File: src/rtl/apb_mem_slave.sv
// apb_mem_slave: word-addressed RAM behind an APB slave port.
//  - Programmable wait states (WAIT_STATES, 0..15) before PREADY.
//  - Out-of-range accesses (PADDR >= MEM_DEPTH) complete with PSLVERR and never touch memory.
//  - PRDATA is registered at the setup edge of a read and holds otherwise.
//  - Optional macro APB_PSTRB_EN adds the PSTRB port for byte-lane writes; without it
//    every accepted write replaces the full word.
module apb_mem_slave #(
  parameter int DATA_WIDTH  = 32,
  parameter int ADDR_WIDTH  = 8,
  parameter int MEM_DEPTH   = 64,
  parameter int WAIT_STATES = 0
) (
  input  logic                    PCLK,
  input  logic                    PRESET,
  input  logic                    PSEL,
  input  logic                    PENABLE,
  input  logic                    PWRITE,
  input  logic [ADDR_WIDTH-1:0]   PADDR,
  input  logic [DATA_WIDTH-1:0]   PWDATA,
`ifdef APB_PSTRB_EN
  input  logic [DATA_WIDTH/8-1:0] PSTRB,
`endif
  output logic [DATA_WIDTH-1:0]   PRDATA,
  output logic                    PREADY,
  output logic                    PSLVERR
);

  localparam int NB    = DATA_WIDTH / 8;
  localparam int IDX_W = (MEM_DEPTH > 1) ? $clog2(MEM_DEPTH) : 1;
  // One extra bit so MEM_DEPTH == 2**ADDR_WIDTH is representable in the range compare.
  localparam logic [ADDR_WIDTH:0] DEPTH = (ADDR_WIDTH + 1)'(MEM_DEPTH);
  localparam logic [3:0]          WS    = 4'(WAIT_STATES);

  typedef enum logic {
    IDLE,
    ACCESS
  } state_t;

  state_t                state;
  logic [3:0]            wcnt;
  logic [IDX_W-1:0]      addr_q;
  logic                  wr_q;
  logic                  err_q;
  logic [DATA_WIDTH-1:0] mem [MEM_DEPTH];

  logic [NB-1:0]         strb;
  logic                  addr_err;
  logic                  setup;
  logic                  complete;
  logic                  wr_en;
  logic [3:0]            wcnt_nxt;
  logic                  ready_nxt;

  // Replace only the byte lanes selected by lanes[i]; the rest keep old_word.
  function automatic logic [DATA_WIDTH-1:0] merge_lanes(
    input logic [DATA_WIDTH-1:0] old_word,
    input logic [DATA_WIDTH-1:0] new_word,
    input logic [NB-1:0]         lanes
  );
    logic [DATA_WIDTH-1:0] r;
    r = old_word;
    for (int i = 0; i < NB; i++) begin
      if (lanes[i]) begin
        r[8*i +: 8] = new_word[8*i +: 8];
      end
    end
    return r;
  endfunction

`ifdef APB_PSTRB_EN
  assign strb = PSTRB;
`else
  assign strb = '1;
`endif

  assign addr_err  = ({1'b0, PADDR} >= DEPTH);
  assign setup     = (state == IDLE) && PSEL && !PENABLE;
  assign complete  = (state == ACCESS) && PSEL && PENABLE && PREADY;
  // Reset on the completion edge drops the transfer, so the write is gated by PRESET.
  assign wr_en     = complete && wr_q && !err_q && !PRESET;
  assign wcnt_nxt  = wcnt + 4'd1;
  assign ready_nxt = (wcnt_nxt == WS);

  // Memory array: committed only on a successful write completion, never reset.
  always_ff @(posedge PCLK) begin
    if (wr_en) begin
      mem[addr_q] <= merge_lanes(mem[addr_q], PWDATA, strb);
    end
  end

  // Transfer FSM with registered PREADY/PSLVERR/PRDATA.
  always_ff @(posedge PCLK) begin
    if (PRESET) begin
      state   <= IDLE;
      wcnt    <= 4'd0;
      PRDATA  <= '0;
      PREADY  <= 1'b0;
      PSLVERR <= 1'b0;
    end else begin
      case (state)
        IDLE: begin
          // PENABLE high without a setup phase is not a transfer start.
          if (setup) begin
            state   <= ACCESS;
            addr_q  <= PADDR[IDX_W-1:0];
            wr_q    <= PWRITE;
            err_q   <= addr_err;
            wcnt    <= 4'd0;
            PREADY  <= (WS == 4'd0);
            PSLVERR <= (WS == 4'd0) && addr_err;
            if (!PWRITE) begin
              PRDATA <= addr_err ? '0 : mem[PADDR[IDX_W-1:0]];
            end
          end
        end
        ACCESS: begin
          if (!PSEL) begin
            // Master abandoned the transfer: no write, no error.
            state   <= IDLE;
            PREADY  <= 1'b0;
            PSLVERR <= 1'b0;
          end else if (complete) begin
            state   <= IDLE;
            PREADY  <= 1'b0;
            PSLVERR <= 1'b0;
          end else if (!PREADY) begin
            wcnt    <= wcnt_nxt;
            PREADY  <= ready_nxt;
            PSLVERR <= ready_nxt && err_q;
          end
        end
        default: begin
          state   <= IDLE;
          PREADY  <= 1'b0;
          PSLVERR <= 1'b0;
        end
      endcase
    end
  end

endmodule

File: config.mk
export PLATFORM = sky130hd
export DESIGN_NAME = apb_mem_slave
export DESIGN_NICKNAME = d
export VERILOG_FILES = /design/src/rtl/apb_mem_slave.sv
export SDC_FILE = /design/constraint.sdc
export NUM_CORES = 2
export LEC_CHECK = 0
export ABC_AREA = 0
export BUFFER_PORTS_ARGS = -buffer_cell sky130_fd_sc_hd__buf_2
export CAP_MARGIN = 5
export CORE_ASPECT_RATIO = 1.1
export CORE_MARGIN = 2
export CORE_UTILIZATION = 40
export CTS_CLUSTER_SIZE = 25
export DETAILED_ROUTE_END_ITERATION = 6
export PLACE_DENSITY = 0.64
export SYNTH_ARGS = -nofsm -noshare
export SYNTH_HDL_FRONTEND = slang
export SYNTH_SLANG_ARGS = --single-unit
File: constraint.sdc
create_clock -name PCLK -period 4.92 [get_ports PCLK]
set_clock_uncertainty 0.15 [all_clocks]
set_input_delay 1.23 -clock PCLK [delete_from_list [all_inputs] [get_ports PCLK]]
set_output_delay 1.23 -clock PCLK [all_outputs]
set_load 0.1 [all_outputs]
# Word level (Yosys, flattened, before mapping)

Memories as Yosys holds them, arrays and structs flattened.
Index checks and enable logic that the tools add are counted.

Word-level logic and storage cells: 62
Bits in writable memories: 2048
Register bits: 47
Memories kept: 1
Output and inout port bits: 34

Magnitude comparators: 1
Bitwise gates (word level): 3
Multiplexer cells: 26
Reduce and logical (&&, ||, !) cells: 17
$add $sub $neg: 1
Equal/unequal tests: 5

Memories:

| memory | words | bits a word | rd ports | clocked after Yosys merged registers in | write ports | RTL line | text |
|---|---|---|---|---|---|---|---|
| mem    | 64    | 32          | 1        | 0                                       | 1           | 44       | `logic [DATA_WIDTH-1:0] mem [MEM_DEPTH];` |

Operators with widths:

| operator              | number |
|---|---|
| $mux W32              | 1 |
| $mux W8               | 4 |
| $mux W4               | 4 |
| $mux W1               | 13 |
| $logic_and A1 B1 Y1   | 9 |
| $ge A8 B7 Y1 const B  | 1 |
| $ne A2 B2 Y1 const B  | 4 |
| $pmux W4 S2           | 1 |
| $pmux W1 S2           | 3 |
| $reduce_and A3 Y1     | 2 |
| $add A4 B1 Y4 const B | 1 |
| $logic_not A4 Y1      | 1 |
| $ne A4 B3 Y1 const B  | 1 |
| $reduce_and A4 Y1     | 1 |
| $logic_not A1 Y1      | 3 |
| $not A1 Y1            | 3 |
| $reduce_and A2 Y1     | 1 |

# Depth between registers and ports, before layout

Depth after elaboration: 8
Mapped depth: 10
Depth with buffers taken out: 6

# Worst setup path after synthesis

OpenSTA, ideal clock, no wires.

Path type: in2reg
Start: input PRESET
End: memory mem[62][0], enable pin
Stages on the path: 5
Arrival time: 3579 ps
Data required time: 4349 ps
Setup slack: 769 ps
Library setup time: 421 ps
Cells stage by stage: clkbuf_1 > nor4b_1 > nor2b_1 > nand3_1 > nor2_1

Longest elaborated chain between the ends: 4

RTL lines:

| item                          | RTL line | text |
|---|---|---|
| start, declared               | 14       | `input logic PRESET,` |
| $logic_not A1 Y1              | 80       | `assign wr_en = complete && wr_q && !err_q && !PRESET;` |
| $logic_and A1 B1 Y1           | 80       |  |
| $mux W1                       | 86       | `if (wr_en) begin` |
| $mux W1 (not written as such) | 87       | `mem[addr_q] <= merge_lanes(mem[addr_q], PWDATA, strb);` |
| end, declared                 | 44       |  |

Every way passes these cells.

# Final worst setup path

Start: register state
End: memory mem[34][19], enable pin

Longest elaborated chain between the ends: 8

RTL lines:

| item                              | RTL line | text |
|---|---|---|
| start, declared                   | 39       | `state_t state;` |
| start signal, assigned            | 94       | `state <= IDLE;` |
| start signal, assigned            | 104      | `state <= ACCESS;` |
| start signal, assigned            | 119      | `state <= IDLE;` |
| $logic_and A1 B1 Y1 (3 in series) | 78       | `assign complete = (state == ACCESS) && PSEL && PENABLE && PREADY;` |
| $logic_and A1 B1 Y1 (3 in series) | 80       |  |
| $mux W1                           | 86       |  |
| $mux W1 (not written as such)     | 87       |  |

Every way passes these cells.

==> flow_metrics.tcl <==
set metrics [dict create \
    drtIter0Drc 5254 \
    antenna_found_initial 18 \
    async_reset_ff_frac 0 \
    cts_max_level 4 \
    grt_pass1_wl_mm 318 \
    start_util 0.402 \
    worstMarginPinSlew_ns 1.33 \
    p_int_w 0.0291 \
    final_nets 4009 \
    worstPathArrival_ns 4.33 \
    total_power_w 0.0368 \
    vias_per_cell 6.05 \
    min-delay-path-class "reg2reg" \
    slew_headroom 0.113 \
    grt_util_all_layers 0.224 \
    crit_path_top_delay_cell "nor4b_1" \
    dp_hpwl_mm 140 \
    p_comb_frac 0.048 \
    max_clock_freq_ghz 0.253 \
    cp-start-kind "flip-flop" \
    vdd_drop_max_mv 0.323 \
    drive_gt1_frac 0.297 \
    die_w_um 431 \
    num_io_pins 79 \
    die_area_sq_um 204000 \
    power.density_nw_per_um2 397 \
    r2r_slack_ns 0.97 \
    setup_violations 0 \
    netlist.area_leader.share 0.769 \
    rows 172 \
    drt-total-wl_mm 230 \
    synth_area_sq_um 80300 \
    synth_cells 3624 \
    core_area_sq_um 200000 \
    syn_nets 3671 \
    drc_errors 0 \
    root_buffer "clkbuf_16" \
    path_clk_slew_ns 0.06 \
    yosysTopAreaCell "edfxtp_1" \
    grt_max_degree 65 \
    ys_top_cells_by_count "2056 x edfxtp_1, 506 x mux4_2, 124 x nor2_1" \
    slew_viol_final 0 \
    synth_seq_cells 2095 \
    cts.sink_count 2095 \
    synthFlopType "edfxtp_1" \
    ctsResizeCount 0 \
    first_pass_iters 6 \
    outcome "complete, no violations" \
    fin_crit_sh 0.802 \
    rsz0062_at_grt "false" \
    synth_edf_count 2056 \
    period_needed_ns 3.95 \
    worstPathRequired_ns 5.30 \
    ys_warn_count 0 \
    clock_path_buffers 3 \
    cts_tree "built" \
    p_leak_nw 28.9 \
    switching_share 0.209 \
    setup_tns_ns 0 \
    seq_area_frac_synth 0.778 \
    via_count 40900 \
    finalHoldViolations 0 \
    antenna_left 0 \
    postCtsSetupRepairBufs 0 \
    clockPowerShare 0.419 \
    seqPwrFrac 0.533 \
    crit_buf_inv 1 \
    max_cap_violations 0 \
    grt_pass1_vias 40100 \
    cts_hold_buf 0 \
    crit_path_end_kind "flip-flop" \
    switching_power_w 0.00769 \
    die_h_um 474 \
    post_dp_cell_area_sq_um 86100 \
    avgSynthCellArea_sq_um 22.2 \
    worstSkewPairLatency_ns 0.87 \
    finalInstanceArea_sq_um 92700 \
    slowest_delay_ns 0.88 \
    critical_path_class "reg2reg" \
    critical_path.max_fanout 22 \
    synth.distinct_cells 69 \
    synth.area.top_cells "edfxtp_1 77%, mux4_2 14%, mux2i_1 1.3%" \
    crit_family "simple AND/OR/NAND/NOR gates" \
    grt-ovfl-total 0 \
    portBuffers 78 \
    cts_buffers 194 \
    wl_per_cell_um 34.0 \
    syn_to_final_growth_pct 15.3 \
    gp_congestion 0.871 \
    yosysMostFrequentCell "edfxtp_1" \
    worstPathCellList "nand4_1, nor4b_1, nor2b_1, nand2_1, nor2_4, buf_12" \
]
## sequential cells by signal, indices dropped and copies added, names as in the netlist
name	count
err_q	1
state	1
wr_q	1
PREADY	1
wcnt	4
PSLVERR	1
PRDATA	32
addr_q	6
mem	2048
## worst register-to-register path: cells and delay by family, from the launching register on
kind,cells,cell delay [ns]
buf+inv,1,0.29
simple gates,5,2.58
flops,1,0.60
## worst paths after layout
| path | start | endpoint | cells after the start |
|---|---|---|---|
| hold / removal | PRDATA[7] | PRDATA[7] | 2 |
| setup reg to reg | state | mem[34][19] | 6 |
| setup / recovery | state | mem[34][19] | 6 |
| hold reg to reg | PRDATA[7] | PRDATA[7] | 2 |
## logic make-up (layout without fill, tap and decap cells)
family	count (synthesis)	in the layout	share of synthesized area
other	0	10	0
adder cells (fa/ha/maj)	2	2	0.000311
AND/OR/NAND/NOR	425	425	0.0252
buffers and inverters	206	714	0.0139
flip-flops	2095	2095	0.778
XOR/XNOR	2	2	0.000218
multiplexers	637	637	0.159
AO/OA/AOI/OAI	257	257	0.0236
## cell type report
type / count / area, sq um
repair buffers: 340 / 3130
flip-flops and latches: 2095 / 62500
clock buffers: 253 / 5220
multi-input cells: 1323 / 17200
fillers: 16400 / 107000
inverters: 8 / 30.0
diodes: 10 / 25.0
clock inverters: 113 / 1270
well taps: 2610 / 3270
## layer usage
layer / track usage / share of wire / vias to the layer above
met5: 0 / 0.00023 / -
met3: 0.0474 / 0.096 / 420
met4: 0.0803 / 0.036 / 10
met1: 0.293 / 0.37 / 22100
li1: - / - / 16100
met2: 0.371 / 0.50 / 2253
## stage by stage
stage / setup slack, ns / hold slack, ns / cells / util
detailed placement: 0.197 / 0.347 / 6376 / 0.431
global route: 0.744 / 0.362 / 6743 / 0.464
floorplan: 0.769 / 0.333 / 3624 / -
finish: 0.975 / 0.357 / 6752 / 0.464
global placement: 0.189 / 0.347 / 6376 / 0.431
CTS: 0.904 / 0.355 / 6742 / 0.464
## cell usage in the layout (no fill, tap or decap), types with 9 or more instances in the layout
cell type and count:
clkbuf_1 50, diode_2 10, clkinv_1 37, mux4_2 506, a22oi_1 30, mux2i_1 107
nand3_1 39, a221oi_1 10, a31oi_1 9, nor2_1 59, clkbuf_16 199, nand2_1 116
nor4_1 12, o21ai_0 19, nand2b_1 17, nor3_1 28, mux2_2 24, a211oi_1 11
edfxtp_1 2056, a32oi_1 12, buf_12 59, buf_2 73, o211ai_1 11, nor2b_1 21
a32o_1 13, dfxtp_1 39, buf_4 204, clkinv_2 31, nor2_4 65, a21oi_1 25
nand4_1 18, bufinv_16 26, o22ai_1 37
## power groups by stage
stage               combinational (W)  clock (W)  sequential, W
detailed placement            0.00176          0         0.0200
CTS                           0.00176     0.0156         0.0196
finish                        0.00176     0.0154         0.0196
global route                  0.00184     0.0162         0.0196
floorplan                    0.000880          0         0.0200
global placement              0.00174          0         0.0200
Note: power is estimated with default switching activity, not from simulation.
